===== src/rtl/rst_seq_ctrl.sv =====
// Ordered reset sequencer: releases NUM_STG active-low stage resets one at a time.
// Optional macro RST_SEQ_REV_ASSERT_EN re-asserts stages in reverse order on a software request.
module rst_seq_ctrl #(
  parameter int NUM_STG  = 4,
  parameter int CNT_W    = 8,
  parameter int STG_DLY  = 16,
  parameter int SW_PULSE = 8
) (
  input  logic               i_clkin,
  input  logic               i_reset,
  input  logic               i_sw_req,
  input  logic               i_hold,
  output logic [NUM_STG-1:0] o_rst_n,
  output logic               o_busy,
  output logic               o_done
);

  localparam int IDX_W = $clog2(NUM_STG + 1);
  localparam logic [CNT_W-1:0] PULSE_MAX = CNT_W'(SW_PULSE - 1);
  localparam logic [CNT_W-1:0] DLY_MAX   = CNT_W'(STG_DLY - 1);
  localparam logic [IDX_W-1:0] LAST_IDX  = IDX_W'(NUM_STG - 1);

`ifdef RST_SEQ_REV_ASSERT_EN
  typedef enum logic [1:0] {ST_ASSERT = 2'd0, ST_RELEASE = 2'd1, ST_DONE = 2'd2, ST_DRAIN = 2'd3} state_t;
`else
  typedef enum logic [1:0] {ST_ASSERT = 2'd0, ST_RELEASE = 2'd1, ST_DONE = 2'd2} state_t;
`endif

  state_t             state_r, state_s;
  logic [CNT_W-1:0]   cnt_r, cnt_s;
  logic [IDX_W-1:0]   idx_r, idx_s;
  logic [NUM_STG-1:0] rst_n_r, rst_n_s;
  logic               busy_r, busy_s;
  logic               done_r, done_s;

  // One-hot mask selecting stage idx (all-zero when idx is out of range).
  function automatic logic [NUM_STG-1:0] stage_bit(input logic [IDX_W-1:0] idx);
    for (int k = 0; k < NUM_STG; k++) begin
      stage_bit[k] = (idx == IDX_W'(k));
    end
  endfunction

  // Next-state, counter, index and output computation.
  always_comb begin
    state_s = state_r;
    cnt_s   = cnt_r;
    idx_s   = idx_r;
    rst_n_s = rst_n_r;
    busy_s  = busy_r;
    done_s  = done_r;
    if (i_sw_req) begin
`ifdef RST_SEQ_REV_ASSERT_EN
      if ((state_r == ST_RELEASE && idx_r != IDX_W'(0)) || state_r == ST_DONE) begin
        rst_n_s = rst_n_r & ~stage_bit(idx_r - IDX_W'(1));
        idx_s   = idx_r - IDX_W'(1);
        cnt_s   = CNT_W'(0);
        busy_s  = 1'b1;
        done_s  = 1'b0;
        state_s = (idx_r == IDX_W'(1)) ? ST_ASSERT : ST_DRAIN;
      end else if (state_r == ST_DRAIN) begin
        // Drain continues undisturbed; a request cannot shorten it.
        if (cnt_r == DLY_MAX) begin
          rst_n_s = rst_n_r & ~stage_bit(idx_r - IDX_W'(1));
          idx_s   = idx_r - IDX_W'(1);
          cnt_s   = CNT_W'(0);
          state_s = (idx_r == IDX_W'(1)) ? ST_ASSERT : ST_DRAIN;
        end else begin
          cnt_s = cnt_r + CNT_W'(1);
        end
      end else begin
        state_s = ST_ASSERT;
        cnt_s   = CNT_W'(0);
        idx_s   = IDX_W'(0);
        rst_n_s = {NUM_STG{1'b0}};
        busy_s  = 1'b1;
        done_s  = 1'b0;
      end
`else
      state_s = ST_ASSERT;
      cnt_s   = CNT_W'(0);
      idx_s   = IDX_W'(0);
      rst_n_s = {NUM_STG{1'b0}};
      busy_s  = 1'b1;
      done_s  = 1'b0;
`endif
    end else begin
      case (state_r)
        ST_ASSERT: begin
          if (cnt_r == PULSE_MAX) begin
            if (!i_hold) begin
              state_s = ST_RELEASE;
              cnt_s   = CNT_W'(0);
              idx_s   = IDX_W'(0);
            end else begin
              cnt_s = PULSE_MAX;
            end
          end else begin
            cnt_s = cnt_r + CNT_W'(1);
          end
        end
        ST_RELEASE: begin
          if (i_hold) begin
            cnt_s = cnt_r;
          end else if (cnt_r == DLY_MAX) begin
            rst_n_s = rst_n_r | stage_bit(idx_r);
            cnt_s   = CNT_W'(0);
            idx_s   = idx_r + IDX_W'(1);
            if (idx_r == LAST_IDX) begin
              state_s = ST_DONE;
              done_s  = 1'b1;
              busy_s  = 1'b0;
            end else begin
              state_s = ST_RELEASE;
            end
          end else begin
            cnt_s = cnt_r + CNT_W'(1);
          end
        end
        ST_DONE: begin
          rst_n_s = {NUM_STG{1'b1}};
        end
`ifdef RST_SEQ_REV_ASSERT_EN
        ST_DRAIN: begin
          if (cnt_r == DLY_MAX) begin
            rst_n_s = rst_n_r & ~stage_bit(idx_r - IDX_W'(1));
            idx_s   = idx_r - IDX_W'(1);
            cnt_s   = CNT_W'(0);
            state_s = (idx_r == IDX_W'(1)) ? ST_ASSERT : ST_DRAIN;
          end else begin
            cnt_s = cnt_r + CNT_W'(1);
          end
        end
`endif
        default: begin
          state_s = ST_ASSERT;
          cnt_s   = CNT_W'(0);
          idx_s   = IDX_W'(0);
          rst_n_s = {NUM_STG{1'b0}};
          busy_s  = 1'b1;
          done_s  = 1'b0;
        end
      endcase
    end
  end

  // State and output registers; reset asserts all stages asynchronously.
  always_ff @(posedge i_clkin or posedge i_reset) begin
    if (i_reset) begin
      state_r <= ST_ASSERT;
      cnt_r   <= CNT_W'(0);
      idx_r   <= IDX_W'(0);
      rst_n_r <= {NUM_STG{1'b0}};
      busy_r  <= 1'b1;
      done_r  <= 1'b0;
    end else begin
      state_r <= state_s;
      cnt_r   <= cnt_s;
      idx_r   <= idx_s;
      rst_n_r <= rst_n_s;
      busy_r  <= busy_s;
      done_r  <= done_s;
    end
  end

  assign o_rst_n = rst_n_r;
  assign o_busy  = busy_r;
  assign o_done  = done_r;

endmodule

===== config.mk =====
export PLATFORM = sky130hd
export DESIGN_NAME = rst_seq_ctrl
export DESIGN_NICKNAME = d
export VERILOG_FILES = /design/src/rtl/rst_seq_ctrl.sv
export SDC_FILE = /design/constraint.sdc
export NUM_CORES = 1
export LEC_CHECK = 0
export CAP_MARGIN = 20
export CORE_MARGIN = 3
export CORE_UTILIZATION = 52
export DETAILED_ROUTE_END_ITERATION = 10
export GPL_TIMING_DRIVEN = 0
export PLACE_DENSITY = 0.75
export SYNTH_ARGS = -nofsm -noshare
export SYNTH_HDL_FRONTEND = slang
export SYNTH_SLANG_ARGS = --single-unit

===== constraint.sdc =====
create_clock -name i_clkin -period 1.73 [get_ports i_clkin]
set_input_delay 0.519 -clock i_clkin [delete_from_list [all_inputs] [get_ports i_clkin]]
set_output_delay 0.519 -clock i_clkin [all_outputs]
set_load 0.02 [all_outputs]

==> key figures, run 1 <==
Synth
  • Most frequently used flop master after synthesis: dfrtp_1
  • Post-synth EDFFs: 0
  • Top-area cell type share of the netlist area: 34.4%
  • Register area share after synthesis: 36.4%
  • Syn Nets: around 160
  • Synthesized area per cell: 9.11 sq um
  • Distinct cells, synth: 41
  • Cell area after synthesis: 0.00131 sq mm
  • Yosys top cell by area: dfrtp_1
  • Syn. warnings: 0
  • Top cells by area, synth: dfrtp_1, ha_1, nor2_1
  • Synthesized instance count: between 100 and 150
  • FFs w/ async S/R, synth: 100%
  • #FFs+latches synth: 19

Finish
  • Sequential cell area: 480 sq um
  • Layout area overhead: 36.9%
  • Layout cells sized above 1: 38.2%
  • Final instance area: 0.00180 sq mm
  • Total Nets Final: ~190
  • Diodes inserted: 0
  • Filler-free cell count of the finished design: 201
  • Layout Utilization: 78.2%
  • Commonest non-fill, non-tap cell in the layout: nor2_1
  • Fill cell count: approximately 140
  • Area occupied by multi-input gates: approximately 920 sq um
  • Commonest cells after routing, fill and taps aside: nor2_1, dfrtp_1, buf_4

Floorplanning
  • Die Span X: 56.2 microns
  • Die ar.: 0.00316 sq mm
  • Die height: 56.2 microns
  • Initial Util: 57.1%
  • Io pins: 10
  • FP Rows: 17
  • Core ar.: roughly 0.0023 sq mm

Timing
  • Clock Skews: around 0.0073 ns
  • Worst setup margin: -0.224 ns
  • Worst-Margin Slew: 0.765 ns
  • Final count of negative-setup-slack endpoints: 13
  • Final hold vios: 0
  • Max transition margin: 48.9%
  • Post-route clock period utilization: 113%
  • Max frequency: 512 MHz
  • TNS Setup: -2.48 ns
  • RSZ-0062 raised after global routing: yes
  • Max-slew violations: 0
  • Minimum clock period: between 1.5 and 2 ns

CTS
  • Clk root buf: clkbuf_4
  • Num CTS Buffers: 3
  • Clk slew on worst S/H paths: 0.11 ns
  • CTS sink count: 19
  • CTS tree: done
  • CTS Hold Bufs: 0
  • Clk_lat worst skew: roughly 0.3 ns
  • CTS H-tree depth: 1
  • CTS Buffer Depth: 2

Routing
  • Total wire length: 4100 microns
  • Residual DRC: 0
  • 1st-iter DRT viols: 81
  • Routed vias: 1339
  • WL/cell: 20.4 microns
  • Vias per Instance: 6.66
  • Pre-antenna DRT Iters: 5
  • Final ANT Viol Nets: 0

Power and ir drop
  • Pwr per Cell Area: 778 mW/mm^2
  • Power share of the sequential group: 37.9%
  • Int Pwr: 872 uW
  • Worst vdd ir: 733 uV
  • Overall Power: 1.40 mW
  • NetSw: 526 uW
  • Combinational share of power: 45.4%
  • Leak Pwr: 0.798 nW
  • Sw Ratio: 37.6%
  • Clock network power share: 16.7%

Placed design
  • HPWL reported at the end of detailed placement: around 2200 microns
  • I/O Buffers: 8
  • Placer Congestion: 0.870
  • Placed cell area: around 0.0014 sq mm
  • Cells after DPL: 180

Global routing
  • Gr usage total: roughly a quarter
  • Total gr overflow: 0
  • Initial antenna violation count: 0
  • Largest net degree at the start of global routing: 20
  • Vias in the first global route: 1284
  • First-pass GRT wire length: 6280 microns

Critical path
  • Reg2Reg Depth: 5
  • Critical Path AT: 2.15 ns
  • Critical Path RT: 1.92 ns
  • CP Capture Type: register
  • Worst-path fanout max: 5
  • Crit Path Class: register to register
  • Critical path launch point type: register

Job
  • # Max-Cap Violations: 0

Run status
  • Status: complete, but fails checks
  • Failing checks: negative setup slack

Min path
  • Worst min path class: register to register
  • Hold path depth: 1
layout make-up:
cell class | instances | share of cell area [%]
multi-input combinational | 108 | 51.1
sequential | 19 | 26.8
timing repair buffer | 28 | 14.3
buffer | 6 | 2.79
tap | 28 | 1.95
inverter | 8 | 1.67
clock buffer | 4 | 1.46
synth_stat cells (3+ instances only):
library cell / count
o21ai_0: 7
nor4_1: 3
a21o_1: 3
buf_4: 3
nor2b_1: 3
ha_1: 9
o22ai_1: 3
inv_1: 8
a21oi_1: 6
dfrtp_1: 18
nor3_1: 5
nand3_1: 6
o21a_1: 6
nand2_1: 6
a31oi_1: 6
clkbuf_1: 4
nor2_1: 18
a22o_1: 3
cells by family (layout without fill, tap and decap cells):
kind of cell | Yosys count | after routing | synth area share (%)
AOI/OAI and AO/OA | 46 | 46 | 26.9
buffers and inverters | 17 | 46 | 6.87
DFF | 19 | 19 | 36.4
muxes | 2 | 2 | 1.62
adders and majority gates | 9 | 9 | 8.59
and+or+nand+nor | 51 | 51 | 19.7
critical path, stage by stage (launching register included):
cell,delay [ns]
dfrtp_2,0.42
or4_4,0.59
buf_6,0.17
o31ai_4,0.30
o22ai_1,0.14
a22o_1,0.23
metal layers:
| layer | vias up | wire length, microns | track usage (%) |
|---|---|---|---|
| met4 | 0 | 104 | 12.2 |
| met2 | 96 | 2020 | 40.6 |
| li1 | 592 | - | - |
| met3 | 17 | 352 | 3.94 |
| met1 | 634 | 1620 | 32.4 |
| met5 | - | 0 | 0 |
what timing repair did:
| action | in CTS | in global routing |
|---|---|---|
| resized for setup | 37 | 19 |
| setup endpoints to repair | 24 | 17 |
| buffers inserted | 18 | 2 |
| pin swaps | 18 | 9 |
sequential cells by signal, indices dropped and copies added, names as in the netlist:
| register | count |
|---|---|
| o_busy | 1 |
| cnt_r | 8 |
| state_r | 2 |
| o_rst_n | 4 |
| o_done | 1 |
| idx_r | 3 |
worst paths after layout:
check | startpoint | endpoint | slack, ns
min in group asynchronous | i_reset | o_done | 0.64
hold reg to reg | idx_r[2] | idx_r[2] | 0.50
setup reg to reg | cnt_r[6] | cnt_r[3] | -0.22
max in group asynchronous | i_reset | cnt_r[6] | 0.56
setup / recovery | cnt_r[6] | cnt_r[3] | -0.22
hold / removal | idx_r[2] | idx_r[2] | 0.50
power by group through the flow:
stage | Clock [mW] | Combinational (mW) | Sequential [mW]
final | 0.233 | 0.635 | 0.529
after global placement | 0 | 0.380 | 0.530
after detailed placement | 0 | 0.393 | 0.532
after global routing | 0.251 | 0.671 | 0.537
after floorplan | 0 | 0.301 | 0.529
after CTS | 0.232 | 0.547 | 0.523
through the flow:
step	worst slack, ns	hold WS (ns)
after floorplan	-0.157	0.450
after global placement	-0.298	0.465
after detailed placement	-0.343	0.470
after CTS	-0.217	0.495
after global routing	-0.298	0.525
final	-0.224	0.497
(Power assumes the default switching activity.)
==> inputs of run 2 (changes only) <==
--- a/config.mk
+++ b/config.mk
@@ -5,12 +5,13 @@
 export SDC_FILE = /design/constraint.sdc
 export NUM_CORES = 1
 export LEC_CHECK = 0
-export CAP_MARGIN = 20
+export CAP_MARGIN = 15
 export CORE_MARGIN = 3
 export CORE_UTILIZATION = 52
 export DETAILED_ROUTE_END_ITERATION = 10
 export GPL_TIMING_DRIVEN = 0
 export PLACE_DENSITY = 0.75
+export RECOVER_POWER = 25
 export SYNTH_ARGS = -nofsm -noshare
 export SYNTH_HDL_FRONTEND = slang
 export SYNTH_SLANG_ARGS = --single-unit
==> run 2 against run 1 <==
Net effect:
- the flow still finishes with violations (negative setup slack)
- power barely moved
- via count rose by 0.15%
- largest power group unchanged
- final area did not move
==> key figures, run 2 (same netlist as run 1, synthesis figures left out) <==
CTS
  • Clk_lat worst skew: about 0.30 ns
  • Clk root buf: clkbuf_4
  • CTS tree: done
  • CTS Buffer Depth: 2
  • Clk slew on worst S/H paths: 0.11 ns
  • Num CTS Buffers: 3
  • CTS sink count: 19
  • CTS H-tree depth: 1

Power and ir drop
  • Pwr per Cell Area: 778 mW/mm^2
  • Worst vdd ir: 733 uV
  • Leak Pwr: 0.798 nW
  • Overall Power: about 1.4 mW

Placed design
  • Dpl ws: -0.343 ns
  • I/O Buffers: 8
  • Placer Congestion: 0.870
  • HPWL reported at the end of detailed placement: ~2200 microns

Run status
  • Status: complete, but fails checks
  • Failing checks: negative setup slack

Min path
  • Worst min path class: register to register

Critical path
  • Critical Path AT: roughly 2.2 ns
  • Worst-path fanout max: 5
  • Worst R2R Start: cnt_r[6]
  • Reg2Reg Depth: 5
  • Crit Path Class: register to register
  • Critical Path RT: 1.92 ns
  • CP Capture Type: register
  • Critical path launch point type: register
  • Worst setup startpoint: cnt_r[6]
  • R2r setup slk: -0.22 ns
  • Worst r2r dst: cnt_r[3]
  • Worst setup endpoint: cnt_r[3]

Finish
  • Layout area overhead: 36.9%
  • Commonest non-fill, non-tap cell in the layout: nor2_1
  • Max reg flops: 8
  • Layout cells sized above 1: 38.2%
  • Fill cell count: 136
  • Diodes inserted: 0
  • Commonest cells after routing, fill and taps aside: nor2_1, dfrtp_1, buf_4
  • Total Nets Final: 187
  • Largest Register: cnt_r

Routing
  • Final ANT Viol Nets: 0
  • Pre-antenna DRT Iters: 5
  • Routed vias: 1341
  • Residual DRC: 0
  • 1st-iter DRT viols: 81
  • Total wire length: 4100 microns
  • Vias per Instance: about 6.7
  • WL/cell: 20.4 microns

Global routing
  • Gr usage total: 25.1%
  • Largest net degree at the start of global routing: 20
  • Total gr overflow: 0
  • First-pass GRT wire length: 6280 microns
  • Vias in the first global route: 1284
  • Initial antenna violation count: 0

Timing
  • RSZ-0062 raised after global routing: yes
  • Max-slew violations: 0
  • Final count of negative-setup-slack endpoints: 13
  • TNS Setup: -2.48 ns
  • Max transition margin: between 40% and 50%
  • Max frequency: 512 MHz
  • Post-route clock period utilization: 113%
  • Final hold vios: 0
  • Hold WS: 0.497 ns
  • Worst-Margin Slew: 0.765 ns
  • Minimum clock period: 1.95 ns
  • Worst setup margin: -0.224 ns
  • Clock Skews: 0.00752 ns

Floorplanning
  • Die Span X: between 50 and 60 microns
  • Core ar.: 0.00230 sq mm
  • Initial Util: between 50 and 60%
  • Die height: between 50 and 60 microns
  • FP Rows: 17
  • Die ar.: roughly 0.0032 sq mm
  • Io pins: 10

Job
  • # Max-Cap Violations: 0
==> run 2: cell count changes in the layout (fill, tap and decap cells not counted) <==
| cell | before | now |
|---|---|---|
| clkdlybuf4s50_1 | 2 | 1 |
| dlygate4sd3_1 | 0 | 1 |
==> run 2: final cells by class <==
cell class / instances / area (sq um) / area share (%)
multi-input cells: 108 / 917 / 51.1
flip-flops and latches: 19 / 480 / 26.8
repair buffers: 28 / 256 / 14.3
plain buffers: 6 / 50.0 / 2.79
well taps: 28 / 35.0 / 1.95
inverters: 8 / 30.0 / 1.67
clock buffers: 4 / 26.3 / 1.46
==> run 2: worst min path at each step <==
stage               startpoint  endpoint  cells after the start
finish                idx_r[2]  idx_r[2]                      1
detailed placement    idx_r[2]  idx_r[2]                      1
global route          idx_r[2]  idx_r[2]                      1
CTS                   idx_r[2]  idx_r[2]                      1
global placement      idx_r[2]  idx_r[2]                      1
floorplan             idx_r[2]  idx_r[2]                      1
==> run 2: report_power, final <==
part / internal [mW] / leakage [nW] / switching, mW / total (mW)
logic: 0.299 / 0.529 / 0.335 / 0.634
clock network: 0.0899 / 0.0150 / 0.144 / 0.234
registers: 0.482 / 0.255 / 0.0470 / 0.529
total: 0.871 / 0.798 / 0.526 / 1.40
==> run 2: repair_timing <==
item / in CTS / in global routing
setup buffers: 18 / 2
resized for setup: 37 / 19
endpoints found under the setup margin: 24 / 17
pin swaps: 18 / 9
hold buffers: 0 / 0
==> run 2: metrics by stage <==
stage               instance area [sq um]  std cells  util [%]
global placement                     1430        180      62.2
finish                               1800        201      78.2
floorplan                            1310        144         -
global route                         1800        201      78.2
CTS                                  1710        199      74.5
detailed placement                   1430        180      62.2
==> run 2: critical path, stage by stage (launching register included) <==
cell     delay [ns]
dfrtp_2        0.42
or4_4          0.59
buf_6          0.17
o31ai_4        0.30
o22ai_1        0.14
a22o_1         0.23
==> run 2: layer usage <==
metal	part of all wire [%]	global-route usage (%)
met1	39	32.4
met2	49	40.6
met3	8.5	3.94
met4	2.8	12.2
met5	0	0
==> inputs of run 3 (changes only) <==
--- a/config.mk
+++ b/config.mk
@@ -6,7 +6,6 @@
 export NUM_CORES = 1
 export LEC_CHECK = 0
 export CAP_MARGIN = 15
-export CORE_MARGIN = 3
 export CORE_UTILIZATION = 52
 export DETAILED_ROUTE_END_ITERATION = 10
 export GPL_TIMING_DRIVEN = 0
==> run 3 against run 2 <==
Net effect:
- the flow still finishes with violations (negative setup slack)
- critical path depth rose by 2
- clock-buffer cell count did not move
- non-clock buffer count rose by 3
- sequential cell count is the same
- largest cell class unchanged
==> key figures, run 3 (same netlist as run 1, synthesis figures left out) <==
Critical path
  • Critical path launch point type: register
  • Critical path's slowest cell: dfrtp_1
  • Crit Path Class: register to register
  • Worst r2r dst: cnt_r[7]
  • CP Capture Type: register
  • Worst R2R Start: state_r[1]
  • Reg2Reg Depth: 7
  • Critical path buffer and inverter count: 2
  • Worst-path fanout max: 5
  • Critical Path AT: roughly 2.1 ns
  • Critical Path RT: 1.93 ns
  • Crit path max-delay family: compound AO/OA/AOI/OAI gates
  • Cells along the critical path: inv_1 > ha_2 > buf_6 > mux2_4 > o31ai_4 > o22ai_1 > a22o_1
  • R2r setup slk: -0.21 ns
  • Slowest stage delay, CP: 0.38 ns

Floorplanning
  • Die height: 52.2 microns
  • Die ar.: 0.00273 sq mm
  • Initial Util: about 57%
  • FP Rows: 17
  • Die Span X: ~52 microns
  • Core ar.: 0.00230 sq mm
  • Io pins: 10

Placed design
  • HPWL reported at the end of detailed placement: 2210 microns
  • I/O Buffers: 8
  • Placer Congestion: 0.905
  • Cells after DPL: 180

Power and ir drop
  • Worst vdd ir: about 680 uV
  • Overall Power: 1.38 mW
  • Pwr per Cell Area: just under 800 mW/mm^2
  • Leak Pwr: roughly 0.80 nW

Run status
  • Failing checks: negative setup slack
  • Status: complete, but fails checks

Finish
  • Commonest cells after routing, fill and taps aside: buf_4, nor2_1, dfrtp_1
  • Layout area overhead: 35.3%
  • Layout cells sized above 1: 37.5%
  • Filler-free cell count of the finished design: 204
  • Layout Utilization: 77.2%
  • Total Nets Final: 190
  • Diodes inserted: 0
  • Max reg flops: 8
  • Largest Register: cnt_r
  • Commonest non-fill, non-tap cell in the layout: buf_4

Global routing
  • Vias in the first global route: 1257
  • Met2 usage: between 40 and 50%
  • Total gr overflow: 0
  • Most Crowded Layer GR: met2
  • Initial antenna violation count: 0
  • Largest net degree at the start of global routing: 20
  • GRT met3 Usage: slightly above 7%
  • First-pass GRT wire length: 5900 microns
  • Met1 usage: a little under two fifths
  • Gr usage total: 29.5%

Timing
  • Final hold vios: 0
  • Max-slew violations: 0
  • Max transition margin: between 40 and 50%
  • Post-route clock period utilization: 112%
  • Worst setup margin: -0.210 ns
  • Minimum clock period: slightly below 2 ns
  • Final count of negative-setup-slack endpoints: 13
  • Clock Skews: 0.00716 ns
  • Hold WS: 0.499 ns
  • Worst-Margin Slew: 0.758 ns
  • Max frequency: 515 MHz
  • RSZ-0062 raised after global routing: yes

Min path
  • Worst min path class: register to register
  • Hold EP: o_rst_n[1]
  • Hold path depth: 1
  • Hold Path Origin: o_rst_n[1]

CTS
  • Num CTS Buffers: 3
  • CTS Hold Bufs: 0
  • CTS sink count: 19
  • CTS tree: done
  • Clk slew on worst S/H paths: between 0.1 and 0.15 ns
  • Clk root buf: clkbuf_4
  • Clk_lat worst skew: 0.31 ns
  • CTS H-tree depth: 1
  • CTS Buffer Depth: 2

Routing
  • Pre-antenna DRT Iters: 4
  • Residual DRC: 0
  • Total wire length: approximately 3800 microns
  • Routed vias: 1278
  • Final ANT Viol Nets: 0
  • WL/cell: 18.6 microns
  • 1st-iter DRT viols: 60
  • Vias per Instance: 6.26

Job
  • # Max-Cap Violations: 0
## run 3: cell types whose count changed in the layout (fill, tap and decap cells not counted), sizes merged
| cell | previous run | this run |
|---|---|---|
| buf | 24 | 28 |
| clkbuf | 6 | 5 |
| clkdlybuf4s15 | 0 | 1 |
| dlygate4sd2 | 6 | 5 |
## run 3: area by class of cell
| cell class | count | area, sq um |
|---|---|---|
| Tap cell | 28 | 35.0 |
| Inverter | 8 | 30.0 |
| Buffer | 6 | 53.8 |
| Timing Repair Buffer | 31 | 255 |
| Fill cell | 159 | 523 |
| Clock buffer | 4 | 26.3 |
| Sequential cell | 19 | 480 |
| Multi-Input combinational cell | 108 | 893 |
## run 3: report_power, final
| group | internal, mW | total (mW) | switching [mW] |
|---|---|---|---|
| combinational | 0.302 | 0.620 | 0.318 |
| clock | 0.0901 | 0.235 | 0.145 |
| sequential | 0.481 | 0.525 | 0.0440 |
## run 3: through the flow
| stage | area, sq um | TNS (ns) | worst slack [ns] |
|---|---|---|---|
| after floorplan | 1310 | -0.848 | -0.157 |
| after global placement | 1430 | -2.93 | -0.298 |
| after detailed placement | 1430 | -3.51 | -0.365 |
| after CTS | 1630 | -1.61 | -0.193 |
| after global routing | 1770 | -2.63 | -0.294 |
| final | 1770 | -1.94 | -0.210 |
## run 3: worst max-delay path by stage
stage / from / end / cells after the start
2_1_floorplan: cnt_r[4] / state_r[0] / 5
3_3_place_gp: state_r[0] / cnt_r[3] / 7
3_5_place_dp: state_r[0] / cnt_r[7] / 7
4_1_cts: cnt_r[5] / cnt_r[7] / 5
5_1_grt: cnt_r[3] / state_r[0] / 5
6_report: state_r[1] / cnt_r[7] / 7
## run 3: per-layer routing
layer  routed length [microns]  vias up
li1                          -      601
met1                      1630      620
met2                      1870       47
met3                       226       10
met4                        66        0
met5                         0        -
## run 3: what timing repair did
action,CTS,global route
pin swaps,12,9
buffers inserted,13,9
setup endpoints to repair,24,18
cloned,0,1
resized for setup,31,19
